$ cat config.mk
export PLATFORM = sky130hd
export DESIGN_NAME = output_drain
export DESIGN_NICKNAME = d
export VERILOG_FILES = /design/src/rtl/output_drain_pkg.sv /design/src/rtl/output_fifo.sv /design/src/rtl/output_drain.sv
export SDC_FILE = /design/constraint.sdc
export NUM_CORES = 1
export LEC_CHECK = 0
export CORE_MARGIN = 2
export CORE_UTILIZATION = 40
export DETAILED_ROUTE_END_ITERATION = 6
export SKIP_LAST_GASP = 1
export SLEW_MARGIN = 20
export SYNTH_ARGS = -nofsm -noshare
export SYNTH_HDL_FRONTEND = slang
export SYNTH_SLANG_ARGS = --single-unit
$ cat constraint.sdc
create_clock -name clk -period 6.7 [get_ports clk]
set_input_delay 1.34 -clock clk [delete_from_list [all_inputs] [get_ports clk]]
set_output_delay 1.34 -clock clk [all_outputs]
set_load 0.005 [all_outputs]
$ cat src/rtl/output_drain_pkg.sv
`default_nettype none
// +----------------------------------------------------------------------------+
// | Module  : output_drain_pkg                                                 |
// | Purpose : Shared types and widths for the output drain stage: the tagged   |
// |           result record, the drain FSM state encoding and the coordinate   |
// |           tag widths.                                                      |
// | Rev     : 1.0  initial release                                             |
// +----------------------------------------------------------------------------+
package output_drain_pkg;

   localparam int DATA_W = 32;            // accumulated result width
   localparam int XW     = $clog2(64);    // feature-map x tag width
   localparam int YW     = $clog2(64);    // feature-map y tag width
   localparam int CW     = $clog2(32);    // output channel tag width

   typedef struct packed {
      logic [DATA_W-1:0] data;
      logic [XW-1:0]     x;
      logic [YW-1:0]     y;
      logic [CW-1:0]     ch;
   } result_t;

   typedef enum logic [2:0] {
      IDLE     = 3'd0,
      REQ      = 3'd1,
      TURN_ON  = 3'd2,
      SEND     = 3'd3,
      TURN_OFF = 3'd4
   } drain_state_e;

endpackage
`default_nettype wire

$ cat src/rtl/output_fifo.sv
`default_nettype none
// +----------------------------------------------------------------------------+
// | Module  : output_fifo                                                      |
// | Purpose : Result buffer of result_t records. Pointers carry one extra MSB  |
// |           so full and empty are distinguished without a separate counter.  |
// | Ports   : clk, rst          clock, synchronous active-high reset           |
// |           push_i, data_i    write request and record (ignored when full)   |
// |           pop_i             read request (ignored when empty)              |
// |           head_o            oldest record                                  |
// |           head_next_o       record behind the oldest (valid if count>=2)   |
// |           count_o           number of stored records                       |
// |           full_o, empty_o   occupancy flags                                |
// | Rev     : 1.0  initial release                                             |
// +----------------------------------------------------------------------------+
module output_fifo
   import output_drain_pkg::*;
#(
   parameter int DEPTH = 8
) (
   input  logic                       clk,
   input  logic                       rst,
   input  logic                       push_i,
   input  result_t                    data_i,
   input  logic                       pop_i,
   output result_t                    head_o,
   output result_t                    head_next_o,
   output logic [$clog2(DEPTH):0]     count_o,
   output logic                       full_o,
   output logic                       empty_o
);

   localparam int AW = $clog2(DEPTH);

   generate
      if ((DEPTH < 2) || ((DEPTH & (DEPTH - 1)) != 0)) begin : g_depth_check
         $error("output_fifo: DEPTH must be a power of two and at least 2");
      end
   endgenerate

   result_t         mem_q [DEPTH];
   logic [AW:0]     wr_q;
   logic [AW:0]     rd_q;
   logic [AW-1:0]   w_rd_nxt;
   logic            w_push;
   logic            w_pop;

   assign full_o   = (wr_q[AW] != rd_q[AW]) && (wr_q[AW-1:0] == rd_q[AW-1:0]);
   assign empty_o  = (wr_q == rd_q);
   assign count_o  = wr_q - rd_q;
   assign w_push   = push_i && !full_o;
   assign w_pop    = pop_i && !empty_o;
   assign w_rd_nxt = rd_q[AW-1:0] + AW'(1);

   assign head_o      = mem_q[rd_q[AW-1:0]];
   assign head_next_o = mem_q[w_rd_nxt];

   always_ff @(posedge clk) begin
      if (rst) begin
         wr_q <= '0;
         rd_q <= '0;
      end else begin
         if (w_push) wr_q <= wr_q + (AW+1)'(1);
         if (w_pop)  rd_q <= rd_q + (AW+1)'(1);
      end
   end

   // Storage needs no reset: entries are only visible between the pointers.
   always_ff @(posedge clk) begin
      if (w_push) mem_q[wr_q[AW-1:0]] <= data_i;
   end

endmodule
`default_nettype wire

$ cat src/rtl/output_drain.sv
`default_nettype none
// +----------------------------------------------------------------------------+
// | Module  : output_drain                                                     |
// | Purpose : Buffers finished output activations with their (x,y,ch) tags and |
// |           drains them onto the shared con_1/con_2/con_3 bus, handling bus  |
// |           request/grant, one-cycle turnaround on and off, and a bounded    |
// |           burst length per bus tenure.                                     |
// | Ports   : result_*           producer side (valid/ready + record)          |
// |           bus_req/bus_grant  bus ownership handshake with input loader     |
// |           con_1/2/3          data low half, data high half, channel tag    |
// |           con_valid/ready    beat handshake; output_* mirror current beat  |
// |           driving_cons       tri-state enable for the con_* lanes          |
// | Rev     : 1.0  initial release                                             |
// +----------------------------------------------------------------------------+
module output_drain
   import output_drain_pkg::*;
#(
   parameter int IO_DATA_WIDTH      = 16,
   parameter int ACCUMULATION_WIDTH = 32,
   parameter int FEATURE_MAP_WIDTH  = 64,
   parameter int FEATURE_MAP_HEIGHT = 64,
   parameter int OUTPUT_NB_CHANNELS = 32,
   parameter int FIFO_DEPTH         = 8,
   parameter int MAX_BURST          = 16
) (
   input  logic                          clk,
   input  logic                          rst,
   input  logic                          result_valid,
   output logic                          result_ready,
   input  logic [ACCUMULATION_WIDTH-1:0] result_data,
   input  logic [XW-1:0]                 result_x,
   input  logic [YW-1:0]                 result_y,
   input  logic [CW-1:0]                 result_ch,
   output logic                          bus_req,
   input  logic                          bus_grant,
   output logic [IO_DATA_WIDTH-1:0]      con_1,
   output logic [IO_DATA_WIDTH-1:0]      con_2,
   output logic [IO_DATA_WIDTH-1:0]      con_3,
   output logic                          con_valid,
   input  logic                          con_ready,
   output logic                          driving_cons,
   output logic                          output_valid,
   output logic [XW-1:0]                 output_x,
   output logic [YW-1:0]                 output_y,
   output logic [CW-1:0]                 output_ch
);

   localparam int CNT_W = $clog2(FIFO_DEPTH) + 1;
   localparam int BW    = $clog2(MAX_BURST);

   generate
      if ((ACCUMULATION_WIDTH != 2 * IO_DATA_WIDTH) || (ACCUMULATION_WIDTH != DATA_W) ||
          ($clog2(FEATURE_MAP_WIDTH) != XW) || ($clog2(FEATURE_MAP_HEIGHT) != YW) ||
          ($clog2(OUTPUT_NB_CHANNELS) != CW) || (CW > IO_DATA_WIDTH)) begin : g_cfg_check
         $error("output_drain: width parameters inconsistent with output_drain_pkg");
      end
   endgenerate

   drain_state_e      state_q, state_d;
   logic [BW-1:0]     beat_q, beat_d;
   logic              vld_q, vld_d;
   result_t           out_q, out_d;

   result_t           w_in;
   result_t           w_head;
   result_t           w_head_next;
   logic [CNT_W-1:0]  w_count;
   logic              w_full;
   logic              w_empty;
   logic              w_push;
   logic              w_pop;

   assign w_in   = '{data: result_data, x: result_x, y: result_y, ch: result_ch};
   assign w_push = result_valid && !w_full;
   assign w_pop  = vld_q && con_ready;

   output_fifo #(
      .DEPTH (FIFO_DEPTH)
   ) u_fifo (
      .clk         (clk),
      .rst         (rst),
      .push_i      (w_push),
      .data_i      (w_in),
      .pop_i       (w_pop),
      .head_o      (w_head),
      .head_next_o (w_head_next),
      .count_o     (w_count),
      .full_o      (w_full),
      .empty_o     (w_empty)
   );

   // The beat register always mirrors the FIFO head while valid; the entry is
   // only popped when the beat is accepted, so a grant loss never loses data.
   // The first SEND cycle loads the register, so beats start one cycle later.
   always_comb begin
      state_d = state_q;
      beat_d  = beat_q;
      vld_d   = 1'b0;
      out_d   = '0;
      case (state_q)
         IDLE: begin
            beat_d = '0;
            if (!w_empty) state_d = REQ;
         end
         REQ: begin
            if (bus_grant) state_d = TURN_ON;
         end
         TURN_ON: begin
            state_d = bus_grant ? SEND : TURN_OFF;
         end
         SEND: begin
            if (w_pop) beat_d = beat_q + BW'(1);
            if (!bus_grant) begin
               state_d = TURN_OFF;
            end else if (w_pop && ((beat_q == BW'(MAX_BURST - 1)) ||
                                   ((w_count == CNT_W'(1)) && !w_push))) begin
               state_d = TURN_OFF;
            end else if (w_empty) begin
               state_d = TURN_OFF;
            end else if (vld_q && !con_ready) begin
               vld_d = 1'b1;
               out_d = out_q;
            end else if (w_pop) begin
               // Next head is only taken if it is already stored; a record
               // arriving in this very cycle is picked up one cycle later.
               if (w_count >= CNT_W'(2)) begin
                  vld_d = 1'b1;
                  out_d = w_head_next;
               end
            end else begin
               vld_d = 1'b1;
               out_d = w_head;
            end
         end
         TURN_OFF: begin
            beat_d  = '0;
            state_d = IDLE;
         end
         default: begin
            state_d = IDLE;
         end
      endcase
   end

   always_ff @(posedge clk) begin
      if (rst) begin
         state_q <= IDLE;
         beat_q  <= '0;
         vld_q   <= 1'b0;
         out_q   <= '0;
      end else begin
         state_q <= state_d;
         beat_q  <= beat_d;
         vld_q   <= vld_d;
         out_q   <= out_d;
      end
   end

   assign result_ready = !w_full;
   assign bus_req      = (state_q == REQ) || (state_q == TURN_ON) || (state_q == SEND);
   assign driving_cons = (state_q == TURN_ON) || (state_q == SEND);
   assign con_valid    = vld_q;
   assign output_valid = vld_q;
   assign con_1        = out_q.data[IO_DATA_WIDTH-1:0];
   assign con_2        = out_q.data[2*IO_DATA_WIDTH-1:IO_DATA_WIDTH];
   assign con_3        = {{(IO_DATA_WIDTH - CW){1'b0}}, out_q.ch};
   assign output_x     = out_q.x;
   assign output_y     = out_q.y;
   assign output_ch    = out_q.ch;

   // Losing the grant while driving the bus is a loader-side protocol error.
   ap_grant_held: assert property (@(posedge clk) disable iff (rst)
      ((state_q == TURN_ON) || (state_q == SEND)) |-> bus_grant);

endmodule
`default_nettype wire
# After elaboration in Yosys (flattened, before gate mapping)
# Memories as Yosys holds them, arrays and structs flattened. A register that Yosys moved wholly into a read port is not among the register bits.
# Index checks and enable logic that the tools add are counted.
[totals] mem_bits_rw=392 ff_bits=65 elab_cells=71 out_inout_bits=70 memories=1 inputBits=54
[op_classes] n_eq_ne=13 n_lt_le_gt_ge=1 muxes=18 n_addsub=5 reduce_logical=22 n_bitwise=2
[mem_list] memory="u_fifo.mem_q" depth=8 width=49 read_ports=2 rd_clocked_by_memory_dff=1 write_ports=1 line="output_fifo.sv:40" rtl="result_t mem_q [DEPTH];"
[ops] operator="$mux 49" n=2
[ops] operator="$mux 3" n=8
[ops] operator="$add 4x1->4 const B" n=3
[ops] operator="$pmux 3 s4" n=1
[ops] operator="$logic_and 1x1->1" n=8
[ops] operator="$pmux 4 s2" n=1
[ops] operator="$eq 3x2->1 const B" n=2
[ops] operator="$mux 1" n=5
[ops] operator="$reduce_or 5->1" n=1
[ops] operator="$eq 4x1->1 const B" n=1
[ops] operator="$eq 4x4->1" n=1
[ops] operator="$eq 4x4->1 const B" n=1
[ops] operator="$ge 4x2->1 const B" n=1
[ops] operator="$logic_not 1->1" n=4
[ops] operator="$logic_or 1x1->1" n=4
[ops] operator="$mux 4" n=1
[ops] operator="$ne 2x2->1 const B" n=2
[ops] operator="$ne 4x3->1 const B" n=1
[ops] operator="$sub 4x4->4" n=1
[ops] operator="$add 3x1->3 const B" n=1
[ops] operator="$eq 3x1->1 const B" n=1
[ops] operator="$eq 3x3->1" n=1
[ops] operator="$eq 3x3->1 const B" n=1
[ops] operator="$logic_not 3->1" n=1
[ops] operator="other kinds (7)" n=8

# Depth between registers and ports, before layout
# Gate-level depths: netlist (run 1).
[logic_depth] depth_word=11 ltp_mapped=11 depth_no_buf=9

# Cells and area by module
# A second synthesis (run 1) with hierarchy kept.
[hier_totals] cells_unflattened=1193 hier_area_um2=21326.7
[by_module_without_submodules] mod="output_fifo" area_each_um2=18233.7 seq_area_each_um2=11991.5 cells_each=814 instances=1
[by_module_without_submodules] mod="output_drain" area_each_um2=3093.0 seq_area_each_um2=1141.1 cells_each=379 instances=1

# Worst setup path after synthesis (run 1)
# Ideal clock, no wire load.
[synth_path] kind="input to register" start="in result_valid" end="mem u_fifo.mem_q[1][0] (netlist bit) (enable)" arrival_time_ns=5.063 required_ns=6.184 slack_ns=1.121 n_path_buf=0 setup_ns=0.516 stages=3 cell_sequence="and2_0 > nand2_1 > nor3_1"
[synth_between] elab_chain_len=4
[synth_lines] element="start, declared" line="output_drain.sv:28" rtl="input logic result_valid,"
[synth_lines] element="$logic_and 1x1->1" line="output_drain.sv:74" rtl="assign w_push = result_valid && !w_full;"
[synth_lines] element="$logic_and 1x1->1" line="output_fifo.sv:50" rtl="assign w_push = push_i && !full_o;"
[synth_lines] element="$mux 1" line="output_fifo.sv:69" rtl="if (w_push) mem_q[wr_q[AW-1:0]] <= data_i;"
[synth_lines] element="$mux 1 (implied by the code)" line="output_fifo.sv:69"
[synth_lines] element="end, declared" line="output_fifo.sv:40"
# No other way between the ends.

# Worst setup path in the final report (run 1)
[layout_path] start="reg u_fifo.rd_q[0]" end="out result_ready"
[layout_between] elab_chain_len=3
[layout_lines] element="start, declared" line="output_fifo.sv:42" rtl="logic [AW:0] rd_q;"
[layout_lines] element="start signal, assigned" line="output_fifo.sv:63" rtl="if (w_pop) rd_q <= rd_q + (AW+1)'(1);"
[layout_lines] element="$eq 3x3->1" line="output_fifo.sv:47" rtl="assign full_o = (wr_q[AW] != rd_q[AW]) && (wr_q[AW-1:0] == rd_q[AW-1:0]);"
[layout_lines] element="$logic_and 1x1->1" line="output_fifo.sv:47"
[layout_lines] element="$logic_not 1->1" line="output_drain.sv:159" rtl="assign result_ready = !w_full;"
[layout_lines] element="end, declared" line="output_drain.sv:29" rtl="output logic result_ready,"
# No other way between the ends.

==> metrics.txt, run 1 <==
post-route ant nets 0; crit-path max FO 50; Flop pwr share 52.0%; Post-route DRC 0; CTS resizes 0; Die Span X 232 um; Final Skew 19.6 ps; Clock Path Buffers 3; Global Route Usage Sum 19.9%; Worst EP arrival 2600 ps; Final setup viols 0; unrepaired setup endpoints after global routing no; post-synthesis cell area 20800 um^2; EDFF count, synth 392; worst-path cell with the longest stage delay dfxtp_4; GPL Wtd Cong 0.756; required time of the critical path 5360 ps; Synth Instances 1306; Diodes inserted 0; drt total wl 52900 um; worst-path cell chain ha_1 -> nand4_1 -> clkdlybuf4s50_1; P_leak 0.00757 uW; CTS Hold Buffers Added 0; Root Buffer clkbuf_16; Reg clk slew, reported paths 60 ps; Top Ports 124; final cell count without fillers 2111; die height 232 um; syn_area_per_cell 15.9 um^2; Area growth syn-to-layout 16.3%; fmax 254 MHz; port bufs 112; Synth Register Bits 460; fin. max-slew vios 0; site row count 83; Switch Pwr 1250 uW; Worst Setup Path Type register to output port; Switching Share 20.3%; Setup crit end kind output port; VDD IR-drop max 172 uV; Async SR Flop Fraction 0%; clk sinks 460; setup bufs post-CTS 0; global-route wire length before repair 80100 um; CP max stage delay 960 ps; Placed Cells 2019; routed length per instance 25.0 um; slew margin rel. 28.2%; minimum clock period 3940 ps; initial antenna violation count 0; H-Tree Depth 2; status completed; Tot Pwr 6120 uW; Fin. Hold Viols 0; vias in the first global route 12800; combinational power share 3.5%; Seq/Total Area, Yosys 63.2%; total global routing overflow 0; vias 12200; core footprint 51300 um^2; CP Launch Type register; Pre-antenna DRT Iters 5; Layout Nets 1451; most frequent cells in the layout edfxtp_1, mux4_2, nand2_1; worst min path class register to register; Netlist cell types 48; # fillers 4387; Max Cap Violations 0; Slew @ Worst Pin 1080 ps; layout cells sized above 1 25.1%; Starting Density 40.5%; die area 53800 um^2; Primary FF master, synth edfxtp_1; cts bufs inserted 49; Clock Latency Late Sink 590 ps; final hold slack 507 ps; TNS Setup 0 ps; Pwr per Cell Area 253 nW/um^2; Final period util 58.8%; initial DRC count 933; largest net degree at the start of global routing 57; Clock Power Share 44.5%; CTS tree done; most common cell after layout, fill and taps aside edfxtp_1; Detail Placement HPWL 29500 um; post-DR vias/cell 5.77; Int Pwr 4870 uW; yosys warns 0
==> worst max-delay path, delay by kind of cell, from the launching register on <==
kind,cells,cell delay [ps]
flops,1,960
buf+inv,1,550
fa+ha+maj,1,400
simple gates,1,120
==> power groups by stage <==
stage / Clock [uW] / Combinational [uW] / Sequential, uW
final: 2720 / 214 / 3180
after global routing: 2890 / 236 / 3180
after CTS: 2780 / 217 / 3180
after detailed placement: 0 / 216 / 3240
after global placement: 0 / 212 / 3240
after floorplan: 0 / 118 / 3240
==> cell families after synthesis <==
group | after synthesis | synth area share, %
AO/OA/AOI/OAI | 142 | 5.21
XOR/XNOR | 12 | 0.542
adder cells (fa/ha/maj) | 7 | 0.457
buffers and inverters | 120 | 2.94
flip-flops | 460 | 63.2
multiplexers | 247 | 21.3
other | 1 | 0.0180
AND/OR/NAND/NOR | 317 | 6.31
==> synthesized netlist by cell type, types with 3 or more instances <==
| cell type | count | area [um^2] |
|---|---|---|
| a211oi_2 | 10 | 125 |
| a32oi_1 | 14 | 123 |
| xnor2_1 | 5 | 43.8 |
| o22ai_1 | 34 | 213 |
| o211ai_1 | 14 | 105 |
| mux2i_1 | 17 | 170 |
| ha_1 | 6 | 75.1 |
| buf_4 | 22 | 165 |
| nor2_1 | 110 | 413 |
| clkbuf_1 | 52 | 195 |
| a221oi_1 | 34 | 298 |
| dfxtp_1 | 68 | 1360 |
| xor2_1 | 6 | 52.6 |
| nor3_1 | 38 | 190 |
| buf_1 | 4 | 15.0 |
| buf_2 | 31 | 155 |
| nand2_1 | 143 | 537 |
| a21oi_1 | 5 | 25.0 |
| buf_6 | 3 | 33.8 |
| edfxtp_1 | 392 | 11800 |
| nand4_1 | 4 | 25.0 |
| nand2b_1 | 4 | 25.0 |
| o21ai_0 | 17 | 85.1 |
| mux4_1 | 3 | 78.8 |
| nor2b_1 | 7 | 43.8 |
| inv_1 | 7 | 26.3 |
| a211oi_1 | 6 | 45.0 |
| mux2_2 | 82 | 923 |
| mux4_2 | 145 | 3270 |
==> path summary, 6_finish.rpt <==
check / from / to / slack, ps / cells after the start
hold reg to reg: output_x[1] / output_x[1] / 510 / 2
setup reg to reg: u_fifo.rd_q[0] / u_fifo.mem_q[6][39] / 2890 / 6
hold / removal: output_x[1] / output_x[1] / 510 / 2
setup / recovery: u_fifo.rd_q[0] / result_ready / 2760 / 3
==> area by class of cell <==
class	count	area (um^2)	share of cell area (%)
clock inverter	21	211	0.875
multi-input combinational	736	7200	29.8
clock buffer	71	1410	5.84
tap	680	851	3.52
timing repair buffer	136	1330	5.49
inverter	7	26.3	0.109
sequential	460	13100	54.4
==> flip-flops by register name, indices dropped and copies added, names as in the netlist, named ones only <==
register	flops
u_fifo.rd_q	4
beat_q	4
output_x	6
output_ch	5
con_2	16
state_q	3
con_valid	1
output_y	6
u_fifo.wr_q	4
con_1	16
u_fifo.mem_q	392
==> metal layers <==
layer  vias up  track usage, %  wire length [um]
met2       415            32.5             25600
met1      6366            27.6             23100
met4         0            4.99               900
li1       5334               -                 -
met3        63            3.56              3290
met5         -               0                 0
==> through the flow <==
stage / worst slack [ps] / util, % / cell area (um^2)
finish: 2760 / 47.1 / 24200
floorplan: 1120 / - / 20800
global route: 2630 / 47.1 / 24200
global placement: 2490 / 44.0 / 22500
detailed placement: 2470 / 44.0 / 22500
CTS: 2720 / 47.1 / 24200
No activity file was read; power rests on OpenSTA's default activity.
==> run 2: changes to the inputs <==
Clock period 6.7 ns to 3.7 ns, I/O delays scaled along.
==> metrics.txt, run 2 (synthesized netlist as in run 1, its figures left out) <==
initial antenna violation count 4 (was 0); GPL Wtd Cong 0.770 (was 0.756); site row count 83 (unchanged); # fillers 4323 (was 4387); Die Span X 232 um (unchanged); Clock Path Buffers 3 (unchanged); max reg flops 392 (unchanged); largest net degree at the start of global routing 57 (unchanged); post-route ant nets 0 (unchanged); CTS tree done (unchanged); grt met1 use 28.0% (was 27.6%); Reg clk slew, reported paths 60 ps (about the same); drt total wl 53400 um (was 52900 um); layout cells sized above 1 26.5% (was 25.1%); DP Worst Slack 706 ps (was 2470 ps); Global Route Usage Sum 20.0% (was 19.9%); Pre-antenna DRT Iters 5 (unchanged); flop2flop setup slack 780 ps (was 2890 ps); Final period util 81.2%; crit-path max FO 4 (was 50); Diodes inserted 0 (unchanged); Tot Pwr 11400 uW (was 6120 uW); setup bufs post-CTS 0 (unchanged); CTS Hold Buffers Added 0 (unchanged); DP Area 22800 um^2 (was 22500 um^2); global route hottest layer met2 (unchanged); die height 232 um (unchanged); minimum clock period 3000 ps; port bufs 112 (unchanged); unrepaired setup endpoints after global routing no (unchanged); Post-route DRC 0 (unchanged); H-Tree Depth 2 (unchanged); grt met2 use 32.1% (was 32.5%); R2R cell count 9 (was 6); cts bufs inserted 49 (unchanged); met3 Track Usage GR 4.49% (was 3.56%); routed length per instance 25.1 um (was 25.0 um); Final setup viols 0 (unchanged); Pwr per Cell Area 466 nW/um^2 (was 253 nW/um^2); Clock Latency Late Sink 600 ps (was 590 ps); Final Skew 19.5 ps (was 19.6 ps); CP Launch Type register (unchanged); Root Buffer clkbuf_16 (unchanged); Design Area, Final 24600 um^2 (was 24200 um^2); initial DRC count 1200 (was 933); Detail Placement HPWL 30600 um (was 29500 um); setup slack after layout 695 ps (was 2760 ps); Slew @ Worst Pin 889 ps (was 1080 ps); Min-Delay Path Depth 2 (unchanged); Worst EP arrival 2260 ps (was 2600 ps); status completed (unchanged); most frequent cells in the layout edfxtp_1, mux4_2, nand2_1 (unchanged); Fin. Hold Viols 0 (unchanged); global-route wire length before repair 79700 um (was 80100 um); Layout Nets 1469 (was 1451); core footprint 51300 um^2 (unchanged); most common cell after layout, fill and taps aside edfxtp_1 (unchanged); VDD IR-drop max 340 uV (was 172 uV); Setup crit end kind output port (unchanged); P_leak 0.00772 uW (was 0.00757 uW); vias in the first global route 12400 (was 12800); required time of the critical path 2960 ps (was 5360 ps); Top Ports 124 (unchanged); worst min path class register to register (unchanged); total global routing overflow 0 (unchanged); fin. max-slew vios 0 (unchanged); die area 53800 um^2 (unchanged); post-DR vias/cell 5.81 (was 5.77); TNS Setup 0 ps (unchanged); vias 12400 (was 12200); Starting Density 40.5% (unchanged); Max Cap Violations 0 (unchanged); Worst Setup Path Type register to output port (unchanged); CTS resizes 0 (unchanged); slew margin rel. 40.7% (was 28.2%); fmax 333 MHz; clk sinks 460 (unchanged); Area growth syn-to-layout 18.1% (was 16.3%)
==> run 2: cell types whose count changed in the layout (fill, tap and decap cells not counted), sizes merged <==
cell,change
bufinv,+5
inv,-2
clkinvlp,+4
buf,+18
clkinv,+2
clkbuf,-10
==> run 2: stage by stage <==
step / hold WS (ps) / utilization [%] / cells
2_1_floorplan: 478 / - / 1316
3_3_place_gp: 492 / 44.4 / 2037
3_5_place_dp: 494 / 44.4 / 2037
4_1_cts: 503 / 47.9 / 2128
5_1_grt: 521 / 47.9 / 2128
6_report: 499 / 47.9 / 2128
==> run 2: final cells by class <==
| cell class | count | area, um^2 | share of cell area, % |
|---|---|---|---|
| clock buffers | 61 | 1330 | 5.42 |
| clock inverters | 30 | 432 | 1.76 |
| inverters | 7 | 26.3 | 0.107 |
| multi-input cells | 736 | 7210 | 29.4 |
| flip-flops and latches | 460 | 13200 | 53.6 |
| well taps | 680 | 851 | 3.47 |
| repair buffers | 154 | 1550 | 6.31 |
==> run 2: path summary, 6_finish.rpt <==
path                   from            to
min             output_x[0]   output_x[0]
min reg2reg     output_x[0]   output_x[0]
max          u_fifo.rd_q[2]  result_ready
max reg2reg  u_fifo.wr_q[1]      con_2[0]
==> run 2: routing by layer <==
metal,wire length [um],part of all wire (%)
met4,847,1.6
met3,4000,7.5
met5,56,0.10
met2,25500,48
met1,23100,43
==> run 2: critical path, cell delays in order, from the launching register on <==
cell and delay [ps]:
dfxtp_1 520, inv_1 130, ha_1 370, nand4_1 110, clkdlybuf4s50_1 540
==> run 2: where the power goes <==
part	total (uW)	internal (uW)	switching [uW]
clock	5280	3200	2080
sequential	5760	5710	41.9
combinational	389	182	207
total	11400	9100	2330
==> run 3: changes to the inputs <==
Clock period 3.7 ns to 3.1 ns, I/O delays scaled along.
==> metrics.txt, run 3 (synthesized netlist as in run 1, its figures left out) <==
Hold Crit Start con_1[2] (was output_x[0]); die height 232 um (unchanged); Worst EP arrival 2210 ps (was 2260 ps); unrepaired setup endpoints after global routing no (unchanged); Top Ports 124 (unchanged); H-Tree Depth 2 (unchanged); CTS Hold Buffers Added 0 (unchanged); largest net degree at the start of global routing 50 (was 57); Max Cap Violations 0 (unchanged); Int Pwr 10400 uW (was 9100 uW); Area growth syn-to-layout 18.3% (was 18.1%); fin. max-slew vios 0 (unchanged); Global Route Usage Sum 20.7% (was 20.0%); R2R cell count 9 (unchanged); post-DR vias/cell 5.82 (was 5.81); Final Skew 16.6 ps (was 19.5 ps); most common cell after layout, fill and taps aside edfxtp_1 (unchanged); vias in the first global route 13000 (was 12400); clk sinks 460 (unchanged); capturing point of the worst reg2reg path con_2[1] (was con_2[0]); Slew @ Worst Pin 638 ps (was 889 ps); CP Launch Type register (unchanged); Hold EP con_1[2] (was output_x[0]); Switching Share 20.3% (was 20.4%); Reg clk slew, reported paths 60 ps (about the same); Crit path depth 3 (was 4); status completed (unchanged); port bufs 112 (unchanged); Flop pwr share 52.8% (was 50.4%); CTS tree done (unchanged); die area 53800 um^2 (unchanged); most frequent cells in the layout edfxtp_1, mux4_2, nand2_1 (unchanged); Die Span X 232 um (unchanged); setup bufs post-CTS 0 (unchanged); drt total wl 54800 um (was 53400 um); VDD IR-drop max 341 uV (was 340 uV); worst min path class register to register (unchanged); Pwr per Cell Area 529 nW/um^2 (was 466 nW/um^2); Clock Latency Late Sink 580 ps (was 600 ps); cts bufs inserted 48 (was 49); Layout Nets 1485 (was 1469); vias 12500 (was 12400); global-route wire length before repair 82000 um (was 79700 um); TNS Setup 0 ps (unchanged); DP Worst Slack 257 ps (was 706 ps); layout cells sized above 1 26.7% (was 26.5%); Final setup viols 0 (unchanged); Buf/Inv on CP 1 (was 2); crit-path max FO 7 (was 4); worst-path cell chain ha_1 -> nand4_1 -> clkdlybuf4s50_1 (was inv_1 -> ha_1 -> nand4_1 -> clkdlybuf4s50_1); initial DRC count 1171 (was 1200); setup slack after layout 274 ps (was 695 ps); Switch Pwr 2640 uW (was 2330 uW); FF-to-FF Start u_fifo.wr_q[1] (unchanged); Clock Power Share 43.5% (was 46.2%); required time of the critical path 2480 ps (was 2960 ps); final hold slack 504 ps (was 499 ps); Clock Path Buffers 3 (unchanged); max reg flops 392 (unchanged); GPL Wtd Cong 0.775 (was 0.770); CTS resizes 0 (unchanged); Final period util 91.2%; core footprint 51300 um^2 (unchanged); Setup crit end kind output port (unchanged); Detail Placement HPWL 31900 um (was 30600 um); Pre-antenna DRT Iters 5 (unchanged); Worst Setup Path Type register to output port (unchanged); Starting Density 40.5% (unchanged); total global routing overflow 0 (unchanged); Fin. Hold Viols 0 (unchanged); fmax 354 MHz; Post-route DRC 0 (unchanged); CP top delay family buffers and inverters (unchanged); CP max stage delay 610 ps (was 540 ps); Root Buffer clkbuf_16 (unchanged); worst-path cell with the longest stage delay clkdlybuf4s50_1 (unchanged); minimum clock period 2830 ps; Min-Delay Path Depth 2 (unchanged); initial antenna violation count 4 (unchanged); slew margin rel. 57.5% (was 40.7%); flop2flop setup slack 300 ps (was 780 ps); site row count 83 (unchanged); combinational power share 3.7% (was 3.4%); post-route ant nets 0 (unchanged); P_leak 0.00776 uW (was 0.00772 uW); Tot Pwr 13000 uW (was 11400 uW); routed length per instance 25.6 um (was 25.1 um)
-- run 3: changes by cell type in the layout (fill, tap and decap cells not counted), moves of 4 or more --
cell,change
buf_12,+11
clkbuf_1,+7
buf_4,+6
bufinv_16,-5
clkinv_2,+4
clkinvlp_4,-4
-- run 3: through the flow --
stage / instances / util, % / instance area, um^2
final: 2144 / 48.0 / 24600
after global routing: 2144 / 48.0 / 24600
after CTS: 2142 / 47.9 / 24600
after detailed placement: 2054 / 44.9 / 23100
after global placement: 2054 / 44.9 / 23100
after floorplan: 1316 / - / 20800
-- run 3: worst max path at each step --
stage	startpoint	endpoint	slack [ps]
floorplan	u_fifo.rd_q[2]	u_fifo.mem_q[7][0]	-790
global placement	result_valid	u_fifo.mem_q[0][21]	240
detailed placement	result_valid	u_fifo.mem_q[0][13]	260
CTS	u_fifo.wr_q[2]	result_ready	230
global route	u_fifo.wr_q[1]	con_2[1]	80
finish	u_fifo.wr_q[2]	result_ready	270
-- run 3: power groups by stage --
| stage | clock network [uW] | registers (uW) | logic, uW |
|---|---|---|---|
| global placement | 0 | 6990 | 470 |
| global route | 6010 | 6880 | 524 |
| CTS | 5800 | 6870 | 481 |
| detailed placement | 0 | 7000 | 479 |
| floorplan | 0 | 6990 | 255 |
| finish | 5660 | 6870 | 477 |
-- run 3: routing by layer --
| metal | part of all wire [%] | routed length [um] | track usage (%) |
|---|---|---|---|
| met5 | 0.047 | 26 | 0 |
| met4 | 2.5 | 1380 | 6.71 |
| met3 | 6.8 | 3710 | 3.68 |
| met2 | 48 | 26600 | 34.0 |
| met1 | 42 | 23200 | 27.9 |
-- run 3: layout make-up --
type,count,area [um^2]
antenna,2,5.00
fill,4404,26700
tap,680,851
inverter,7,26.3
multi-input combinational,736,7210
sequential,460,13200
timing repair buffer,171,1810
clock inverter,22,211
clock buffer,66,1330
-- run 3: worst min-delay path, cell delays in order, from the launching register on --
cell and delay [ps]:
dfxtp_1 310, nor2_1 90, a211oi_1 50
